[config.mk]
export PLATFORM = sky130hd
export DESIGN_NAME = slap_latency_meter
export DESIGN_NICKNAME = d
export VERILOG_FILES = /design/src/rtl/slap_latency_meter.sv
export SDC_FILE = /design/constraint.sdc
export NUM_CORES = 1
export LEC_CHECK = 0
export ABC_AREA = 0
export BUFFER_PORTS_ARGS = -buffer_cell sky130_fd_sc_hd__buf_2
export CORE_MARGIN = 2
export CORE_UTILIZATION = 40
export CTS_CLUSTER_SIZE = 20
export DETAILED_ROUTE_END_ITERATION = 8
export PLACE_DENSITY_LB_ADDON = 0.05
export SYNTH_ARGS = -nofsm -noshare
export SYNTH_HDL_FRONTEND = slang
export SYNTH_SLANG_ARGS = --single-unit
export TNS_END_PERCENT = 20
[constraint.sdc]
create_clock -name clk -period 2.5 [get_ports clk]
set_input_delay 0 -clock clk [delete_from_list [all_inputs] [get_ports clk]]
set_output_delay 0 -clock clk [all_outputs]
set_load 0.005 [all_outputs]
[src/rtl/slap_latency_meter.sv]
// Measures cycles from a rising edge on ref_in to the matching rising edge on dly_in.
// Arm with start; done/timeout are registered one-cycle pulses and latency holds the last result.
module slap_latency_meter #(
  parameter int CNT_W   = 8,
  parameter int MAX_LAT = 255
) (
  input  logic             clk,
  input  logic             rst,
  input  logic             start,
  input  logic             abort,
  input  logic             ref_in,
  input  logic             dly_in,
  output logic             busy,
  output logic             done,
  output logic             timeout,
  output logic [CNT_W-1:0] latency
);

  typedef enum logic [1:0] {IDLE, ARM, MEASURE} state_t;

  localparam logic [CNT_W-1:0] MAX_C = CNT_W'(MAX_LAT);
  localparam logic [CNT_W-1:0] ONE_C = CNT_W'(1);

  state_t           state, state_nx;
  logic [CNT_W-1:0] cnt, cnt_nx, latency_nx;
  logic             done_nx, timeout_nx;
  logic             ref_q, dly_q;
  logic             ref_rise, dly_rise;

  assign ref_rise = ref_in & ~ref_q;
  assign dly_rise = dly_in & ~dly_q;
  assign busy     = (state != IDLE);

  always_ff @(posedge clk) begin
    if (rst) begin
      state   <= IDLE;
      cnt     <= '0;
      ref_q   <= 1'b0;
      dly_q   <= 1'b0;
      latency <= '0;
      done    <= 1'b0;
      timeout <= 1'b0;
    end else begin
      state   <= state_nx;
      cnt     <= cnt_nx;
      ref_q   <= ref_in;
      dly_q   <= dly_in;
      latency <= latency_nx;
      done    <= done_nx;
      timeout <= timeout_nx;
    end
  end

  // Exit checks come before the increment, so cnt stops at MAX_LAT and never wraps.
  always_comb begin
    state_nx   = state;
    cnt_nx     = cnt;
    latency_nx = latency;
    done_nx    = 1'b0;
    timeout_nx = 1'b0;
    case (state)
      IDLE: begin
        if (start && !abort) begin
          state_nx = ARM;
          cnt_nx   = '0;
        end
      end
      ARM: begin
        if (abort) begin
          state_nx = IDLE;
        end else if (ref_rise && dly_rise) begin
          latency_nx = '0;
          done_nx    = 1'b1;
          state_nx   = IDLE;
        end else if (ref_rise) begin
          cnt_nx   = ONE_C;
          state_nx = MEASURE;
        end else if (cnt == MAX_C) begin
          timeout_nx = 1'b1;
          state_nx   = IDLE;
        end else begin
          cnt_nx = cnt + ONE_C;
        end
      end
      MEASURE: begin
        if (abort) begin
          state_nx = IDLE;
        end else if (dly_rise) begin
          latency_nx = cnt;
          done_nx    = 1'b1;
          state_nx   = IDLE;
        end else if (cnt == MAX_C) begin
          timeout_nx = 1'b1;
          state_nx   = IDLE;
        end else begin
          cnt_nx = cnt + ONE_C;
        end
      end
      default: state_nx = IDLE;
    endcase
  end

endmodule

# Yosys cells after proc, flatten, opt, wreduce, memory -nomap -nowiden
# Cells that the tools add are included.
[totals] elab_cells=64 in_bits=6 reg_bits=22 output_inout_bits=11
[op_classes] reduce_logical=9 n_mux=33 n_bitwise=4 n_eq_ne=10 addsub=1
[op_table] cell="$mux 8" n=11
[op_table] cell="$pmux 8 s3" n=1
[op_table] cell="$pmux 8 s2" n=1
[op_table] cell="$mux 2" n=7
[op_table] cell="$ne 2x2->1 const B" n=7
[op_table] cell="$mux 1" n=10
[op_table] cell="$add 8x1->8 const B" n=1
[op_table] cell="$eq 8x8->1 const B" n=1
[op_table] cell="$pmux 2 s3" n=1
[op_table] cell="$reduce_and 6->1" n=1
[op_table] cell="$reduce_and 5->1" n=1
[op_table] cell="$pmux 1 s2" n=2
[op_table] cell="$reduce_bool 2->1" n=2
[op_table] cell="$reduce_bool 3->1" n=1
[op_table] cell="$and 1x1->1" n=2
[op_table] cell="$eq 2x1->1 const B" n=1
[op_table] cell="$eq 2x2->1 const B" n=1
[op_table] cell="$logic_and 1x1->1" n=2
[op_table] cell="$logic_not 2->1" n=1
[op_table] cell="$not 1->1" n=2
[op_table] cell="$logic_not 1->1" n=1

# Depth between registers and ports, before layout
# Gate-level depths: netlist of run 1.
[depth] depth_word=6 mapped_depth=7

# Worst setup path after synthesis of run 1
# No wires, ideal clock.
[synth_timing] path_kind="register to register" startpoint="reg state[0]" endpoint="reg cnt[0]" setup_time_ns=0.117 arrival_time_ns=1.626 path_stages_with_launch=8 path_slack_ns=0.757 synth_period_minus_slack_ns=1.743 cell_sequence="dfxtp_1 -> inv_1 -> ha_1 -> nor2b_1 -> a211oi_4 -> and2_2 -> o21ai_1 -> a32o_1"
[synth_via] elab_chain_cells=3 word_cells_on_any_way=11 classes_between="eq/ne (7); mux (1); reduce/logical (3)"
[synth_rtl] item="from (decl)" line_no="24" source="state_t state, state_nx;"
[synth_rtl] item="from (signal assigned)" line_no="44" source="state <= state_nx;"
[synth_rtl] item="$eq 2x1->1, or another cell as far along" line_no="61" source="case (state)"
[synth_rtl] item="$ne 2x2->1 (no source line) / $reduce_bool 3->1 (equally long branches)"
[synth_rtl] item="$reduce_and 6->1 (no source line)"
[synth_rtl] item="to (signal assigned)" line_no="45" source="cnt <= cnt_nx;"
[synth_rtl] item="to (decl)" line_no="25" source="logic [CNT_W-1:0] cnt, cnt_nx, latency_nx;"
# Parallel ways exist; a longest one is shown, timed or not.
# A chain may end at the register's enable or synchronous reset.

# Worst setup path in the final report of run 1
[layout_timing] startpoint="reg state[0]" endpoint="reg cnt[5]"
# The elaborated chain is that of the path after synthesis.

==> results of run 1 <==
==> sequential cells by signal, summed over array words and instances (netlist names) <==
name / count
timeout: 1
ref_q: 1
cnt: 8
state: 2
latency: 8
done: 1
dly_q: 1
==> what timing repair did <==
action                    CTS  global route
gates resized for setup     0             0
hold buffers                3             0
hold endpoints to repair    3             0
==> routing by layer <==
layer  track usage [%]  part of all wire [%]
met1             22.17                    52
met2             24.15                    43
met3             2.810                   4.1
met4             4.181                  0.72
met5                 0                     0
==> layout make-up <==
class / instances / area [sq um]
multi-input cells: 82 / 583.1
clock buffers: 4 / 36.28
well taps: 30 / 37.54
flip-flops and latches: 22 / 440.4
inverters: 8 / 30.03
repair buffers: 19 / 110.1
fillers: 244 / 1262
==> cells in the final DEF (no fill, tap or decap), drive strengths merged, types with 3 or more instances in the layout <==
| master | n |
|---|---|
| dfxtp | 22 |
| buf | 16 |
| nor2 | 10 |
| inv | 8 |
| a22o | 7 |
| nand4 | 6 |
| o21ai | 6 |
| ha | 5 |
| nand2 | 4 |
| nor2b | 4 |
| xor2 | 4 |
| clkbuf | 4 |
| and3 | 3 |
| nand3 | 3 |
| a21oi | 3 |
| dlygate4sd3 | 3 |
| and2 | 3 |
==> per-stage QoR <==
stage                     utilization, %  instances  power [mW]  area, sq um
after detailed placement           46.85        158      0.4529         1171
after global routing               49.50        165      0.6816         1237
after CTS                          49.50        165      0.6546         1237
final                              49.50        165      0.6464         1237
after global placement             46.85        158      0.4532         1171
after floorplan                        -        114      0.4298         1062
==> how the worst max path moves through the flow <==
stage	end	cells past startpoint
3_3_place_gp	cnt[0]	7
5_1_grt	cnt[1]	7
3_5_place_dp	cnt[5]	7
6_report	cnt[5]	7
2_1_floorplan	cnt[0]	7
4_1_cts	cnt[5]	7
==> where the power goes <==
group	switching, mW	total (mW)	internal (mW)
registers	0.00411	0.359	0.355
logic	0.0546	0.0905	0.0359
clock network	0.108	0.197	0.0888
total	0.167	0.646	0.480
==> logic make-up after synthesis <==
| kind of cell | count (synthesis) | share of synthesized area [%] |
|---|---|---|
| muxes | 1 | 0.9423 |
| and+or+nand+nor | 43 | 23.20 |
| DFF | 22 | 41.46 |
| buffers and inverters | 10 | 3.651 |
| AOI/OAI and AO/OA | 29 | 21.56 |
| xor gates and xnor gates | 4 | 3.298 |
| adders and majority gates | 5 | 5.889 |
==> impl_metrics.json, run 1 <==
{
  "io_buffers": 16,
  "insertedDiodeCount": 0,
  "yosysMostFrequentCell": "dfxtp_1",
  "yosysTopAreaCellShare_pct": 41.46,
  "grtUsageTotal_pct": 15.58,
  "ir_drop_mv": 0.2400,
  "syn_avg_cell_area_sq_um": 9.318,
  "wl_per_cell_microns": 13.50,
  "start_util_pct": 42.49,
  "crit_arrival_ns": 2.19,
  "worstPathCellList": "inv_1, ha_1, nor2_2, a211oi_4, nand2_1, o21ai_1, nor2_1",
  "max_stage_delay_ns": 0.38,
  "ys_types": 40,
  "dieWidth_microns": 55.54,
  "drt_iter0_drc": 24,
  "synthArstFlopShare_pct": 0,
  "tightestPinTransition_ns": 0.5291,
  "whs_ns": 0.02551,
  "dp_hpwl_microns": 1658,
  "r2r_cells": 7,
  "run_status": "finished, final reports clean",
  "timing.final.crit_period_ns": 1.994,
  "report.final.hold_viol_count": 0,
  "r2r-start": "state[0]",
  "leakage_nw": 0.5076,
  "grt_pass1_wl_microns": 3905,
  "critPathMaxFanout": 7,
  "slew_viol_final": 0,
  "postCtsSetupRepairBufs": 0,
  "ys_warn_count": 0,
  "fin_skew_ns": 0.006271,
  "setup_slack_ns": 0.5056,
  "routed_wirelength_microns": 2227,
  "clkSinkCount": 22,
  "yosys_register_bits": 22,
  "clock_latency_ns": 0.31,
  "vias_per_cell": 5.545,
  "fp.dieArea_sq_mm": 0.003084,
  "root_buffer": "clkbuf_4",
  "fin_crit_sh_pct": 79.78,
  "whs_path_depth": 2,
  "ant_nets": 0,
  "rows": 18,
  "boundaryPins": 17,
  "cp-end-kind": "flip-flop",
  "max_freq_mhz": 501.4,
  "core_sq_mm": 0.002500,
  "grt_max_degree": 13,
  "synth-edff-count": 0,
  "rsz0062_at_grt": "no",
  "htreeDepth": 1,
  "max_cap_violations": 0,
  "nNetsFinal": 147,
  "drive_gt1_share_pct": 18.52,
  "worstSetupStartpoint": "state[0]",
  "gp_congestion": 0.7901,
  "cts_tree": "yes",
  "cp_top_family": "compound AO/OA/AOI/OAI gates",
  "grt_pass1_vias": 857,
  "grt-ovfl-total": 0,
  "drt_pass1_iterations": 4,
  "slew_headroom_pct": 63.82,
  "clockBufferDepth": 2,
  "crit_buf_inv": 1,
  "drc": 0,
  "min_to": "dly_q",
  "synth-main-ff-cell": "dfxtp_1",
  "crit_required_ns": 2.69,
  "synthTopCellsByCount": "22 x dfxtp_1, 9 x nor2_1, 8 x inv_1",
  "synth_largest_area_cell": "dfxtp_1",
  "clkTransAtPathRegs_ns": 0.13,
  "finalSetupViolations": 0,
  "cp-start-kind": "flip-flop",
  "post-place-ws_ns": 0.5445,
  "vias": 915,
  "ys_top_cells_by_area": "dfxtp_1 41%, ha_1 5.9%, a22o_1 5.8%",
  "powerDensity_mw_per_mm2": 522.4,
  "hold_path.class": "in2reg",
  "min_from": "rst",
  "fin_setup_tns_ns": 0,
  "die_h_microns": 55.54,
  "synthToLayoutAreaGrowth_pct": 16.49,
  "syn-num-nets": 125,
  "r2r_end": "cnt[5]",
  "synth_sequential_area_ratio_pct": 41.46,
  "antenna_found_initial": 0,
  "synthCells": 114,
  "slowest_stage": "a211oi_4",
  "reg2reg_slack_ns": 0.51,
  "netlist_area_sq_mm": 0.001062,
  "cts_buffers": 3,
  "criticalPathCategory": "reg2reg"
}
(Power assumes the default switching activity.)
==> inputs of run 2 (changes only) <==
==> constraint.sdc (replaced) <==
create_clock -name clk -period 1.7 [get_ports clk]
set_input_delay 0 -clock clk [delete_from_list [all_inputs] [get_ports clk]]
set_output_delay 0 -clock clk [all_outputs]
set_load 0.005 [all_outputs]
==> impl_metrics.json, run 2 (synthesis gave the netlist of run 1 again) <==
{
  "fin_setup_tns_ns": 0,
  "wl_per_cell_microns": 13.62,
  "slew_viol_final": 0,
  "htreeDepth": 1,
  "fp.dieArea_sq_mm": 0.003084,
  "worstPathCellList": "buf_4, ha_4, and3b_1, o21ai_2, and2_2, o21ai_1, a32o_1",
  "grt-ovfl-total": 0,
  "cp-start-kind": "flip-flop",
  "clockBufferDepth": 2,
  "boundaryPins": 17,
  "nNetsFinal": 174,
  "nFillCells": 221,
  "gp_congestion": 0.8260,
  "final_cell_mix": "24 x buf_4, 20 x dfxtp_1, 16 x buf_2, 9 x nor2_1, 7 x a22o_1",
  "swShare_pct": 25.07,
  "max_cap_violations": 0,
  "io_buffers": 16,
  "dieWidth_microns": 55.54,
  "p_switching_mw": 0.2899,
  "run_status": "finished, final reports clean",
  "rsz0062_at_grt": "yes",
  "report.final.hold_viol_count": 0,
  "pwr-share-clk_pct": 36.2,
  "leakage_nw": 0.6549,
  "root_buffer": "clkbuf_4",
  "clock_latency_ns": 0.33,
  "vias_per_cell": 5.349,
  "powerDensity_mw_per_mm2": 758.8,
  "internal_power_mw": 0.8664,
  "max_freq_mhz": 599.6,
  "synthToLayoutAreaGrowth_pct": 43.46,
  "ir_drop_mv": 0.4956,
  "crit_arrival_ns": 1.91,
  "start_util_pct": 42.49,
  "slew_headroom_pct": 72.05,
  "layout_commonest_cell": "buf_4",
  "die_h_microns": 55.54,
  "total_power_mw": 1.156,
  "p_comb_share_pct": 18.2,
  "hold_path.class": "in2reg",
  "crit_buf_inv": 1,
  "grt_pass1_vias": 992,
  "top_regs": "cnt x8, latency x8, state x2",
  "dp_hpwl_microns": 1937,
  "tightestPinTransition_ns": 0.4177,
  "cp_top_family": "compound AO/OA/AOI/OAI gates",
  "ant_nets": 0,
  "drt_iter0_drc": 23,
  "grt_pass1_wl_microns": 4560,
  "rows": 18,
  "max_stage_delay_ns": 0.36,
  "grtUsageTotal_pct": 18.71,
  "cp-end-kind": "flip-flop",
  "cts_buffers": 3,
  "cts_tree": "yes",
  "routed_wirelength_microns": 2615,
  "grt_max_degree": 14,
  "crit_required_ns": 1.94,
  "criticalPathCategory": "reg2reg",
  "timing.final.crit_period_ns": 1.668,
  "core_sq_mm": 0.002500,
  "clkTransAtPathRegs_ns": 0.13,
  "insertedDiodeCount": 0,
  "slowest_stage": "dfxtp_2",
  "fin_skew_ns": 0.001523,
  "fin_crit_sh_pct": 98.11,
  "pwr-share-seq_pct": 45.6,
  "vias": 1027,
  "finalSetupViolations": 0,
  "drive_gt1_share_pct": 38.27,
  "critPathMaxFanout": 6,
  "drt_pass1_iterations": 4,
  "antenna_found_initial": 0,
  "drc": 0,
  "clkSinkCount": 22
}
[run 2: cell types whose count changed in the layout (fill, tap and decap cells not counted), sizes merged]
| cell | change |
|---|---|
| dlygate4sd3 | +3 |
| bufinv | +1 |
| clkbuf | -1 |
| buf | +24 |
[run 2: per-stage QoR]
stage / cell area [sq um] / utilization (%) / setup slack [ns] / cells / hold slack (ns)
global route: 1524 / 60.96 / -0.06448 / 192 / 0.2342
global placement: 1331 / 53.25 / -0.02929 / 179 / 0.2378
finish: 1524 / 60.96 / 0.03217 / 192 / 0.2117
detailed placement: 1331 / 53.25 / -0.1156 / 179 / 0.2441
CTS: 1508 / 60.31 / 0.02592 / 192 / 0.1171
floorplan: 1065 / - / 0.007091 / 114 / 0.07674
[run 2: worst reg2reg max path, cell delays in order (launching register included)]
cell and delay (ns):
dfxtp_2 0.36, buf_4 0.14, ha_4 0.17, and3b_1 0.19
o21ai_2 0.21, and2_2 0.21, o21ai_1 0.06, a32o_1 0.25
[run 2: worst paths after layout]
check	from	to	slack, ns	cells past startpoint
max reg2reg	state[0]	cnt[0]	0.03	7
min	start	state[0]	0.21	5
min reg2reg	latency[3]	latency[3]	0.49	1
max	state[0]	cnt[0]	0.03	7
[run 2: metal layers]
layer	share of wire [%]	up-vias	track usage [%]	wire, microns
met2	43	25	27.38	1123
met4	1.3	0	7.317	33
li1	-	522	-	-
met1	52	477	26.85	1358
met3	3.8	3	3.747	100
met5	0	-	0	0
[run 2: power by group through the flow]
stage | combinational (mW) | clock [mW] | sequential [mW]
2_1_floorplan | 0.0936 | 0 | 0.538
3_3_place_gp | 0.161 | 0 | 0.538
3_5_place_dp | 0.163 | 0 | 0.539
4_1_cts | 0.199 | 0.427 | 0.528
5_1_grt | 0.229 | 0.448 | 0.529
6_report | 0.210 | 0.418 | 0.528
[run 2: layout make-up]
class / count / area [sq um] / area share (%)
tap: 30 / 37.54 / 2.463
sequential: 22 / 442.9 / 29.06
clock inverter: 1 / 30.03 / 1.970
multi-input combinational: 82 / 640.6 / 42.04
inverter: 8 / 30.03 / 1.970
timing repair buffer: 46 / 320.3 / 21.02
clock buffer: 3 / 22.52 / 1.478
[run 2: repair_timing]
action | CTS | global route
cloned | 0 | 0
hold endpoints to repair | 4 | 0
pin swaps | 2 | 1
resized for setup | 12 | 4
setup buffers | 3 | 0
endpoints found under the setup margin | 15 | 17
hold buffers | 6 | 0
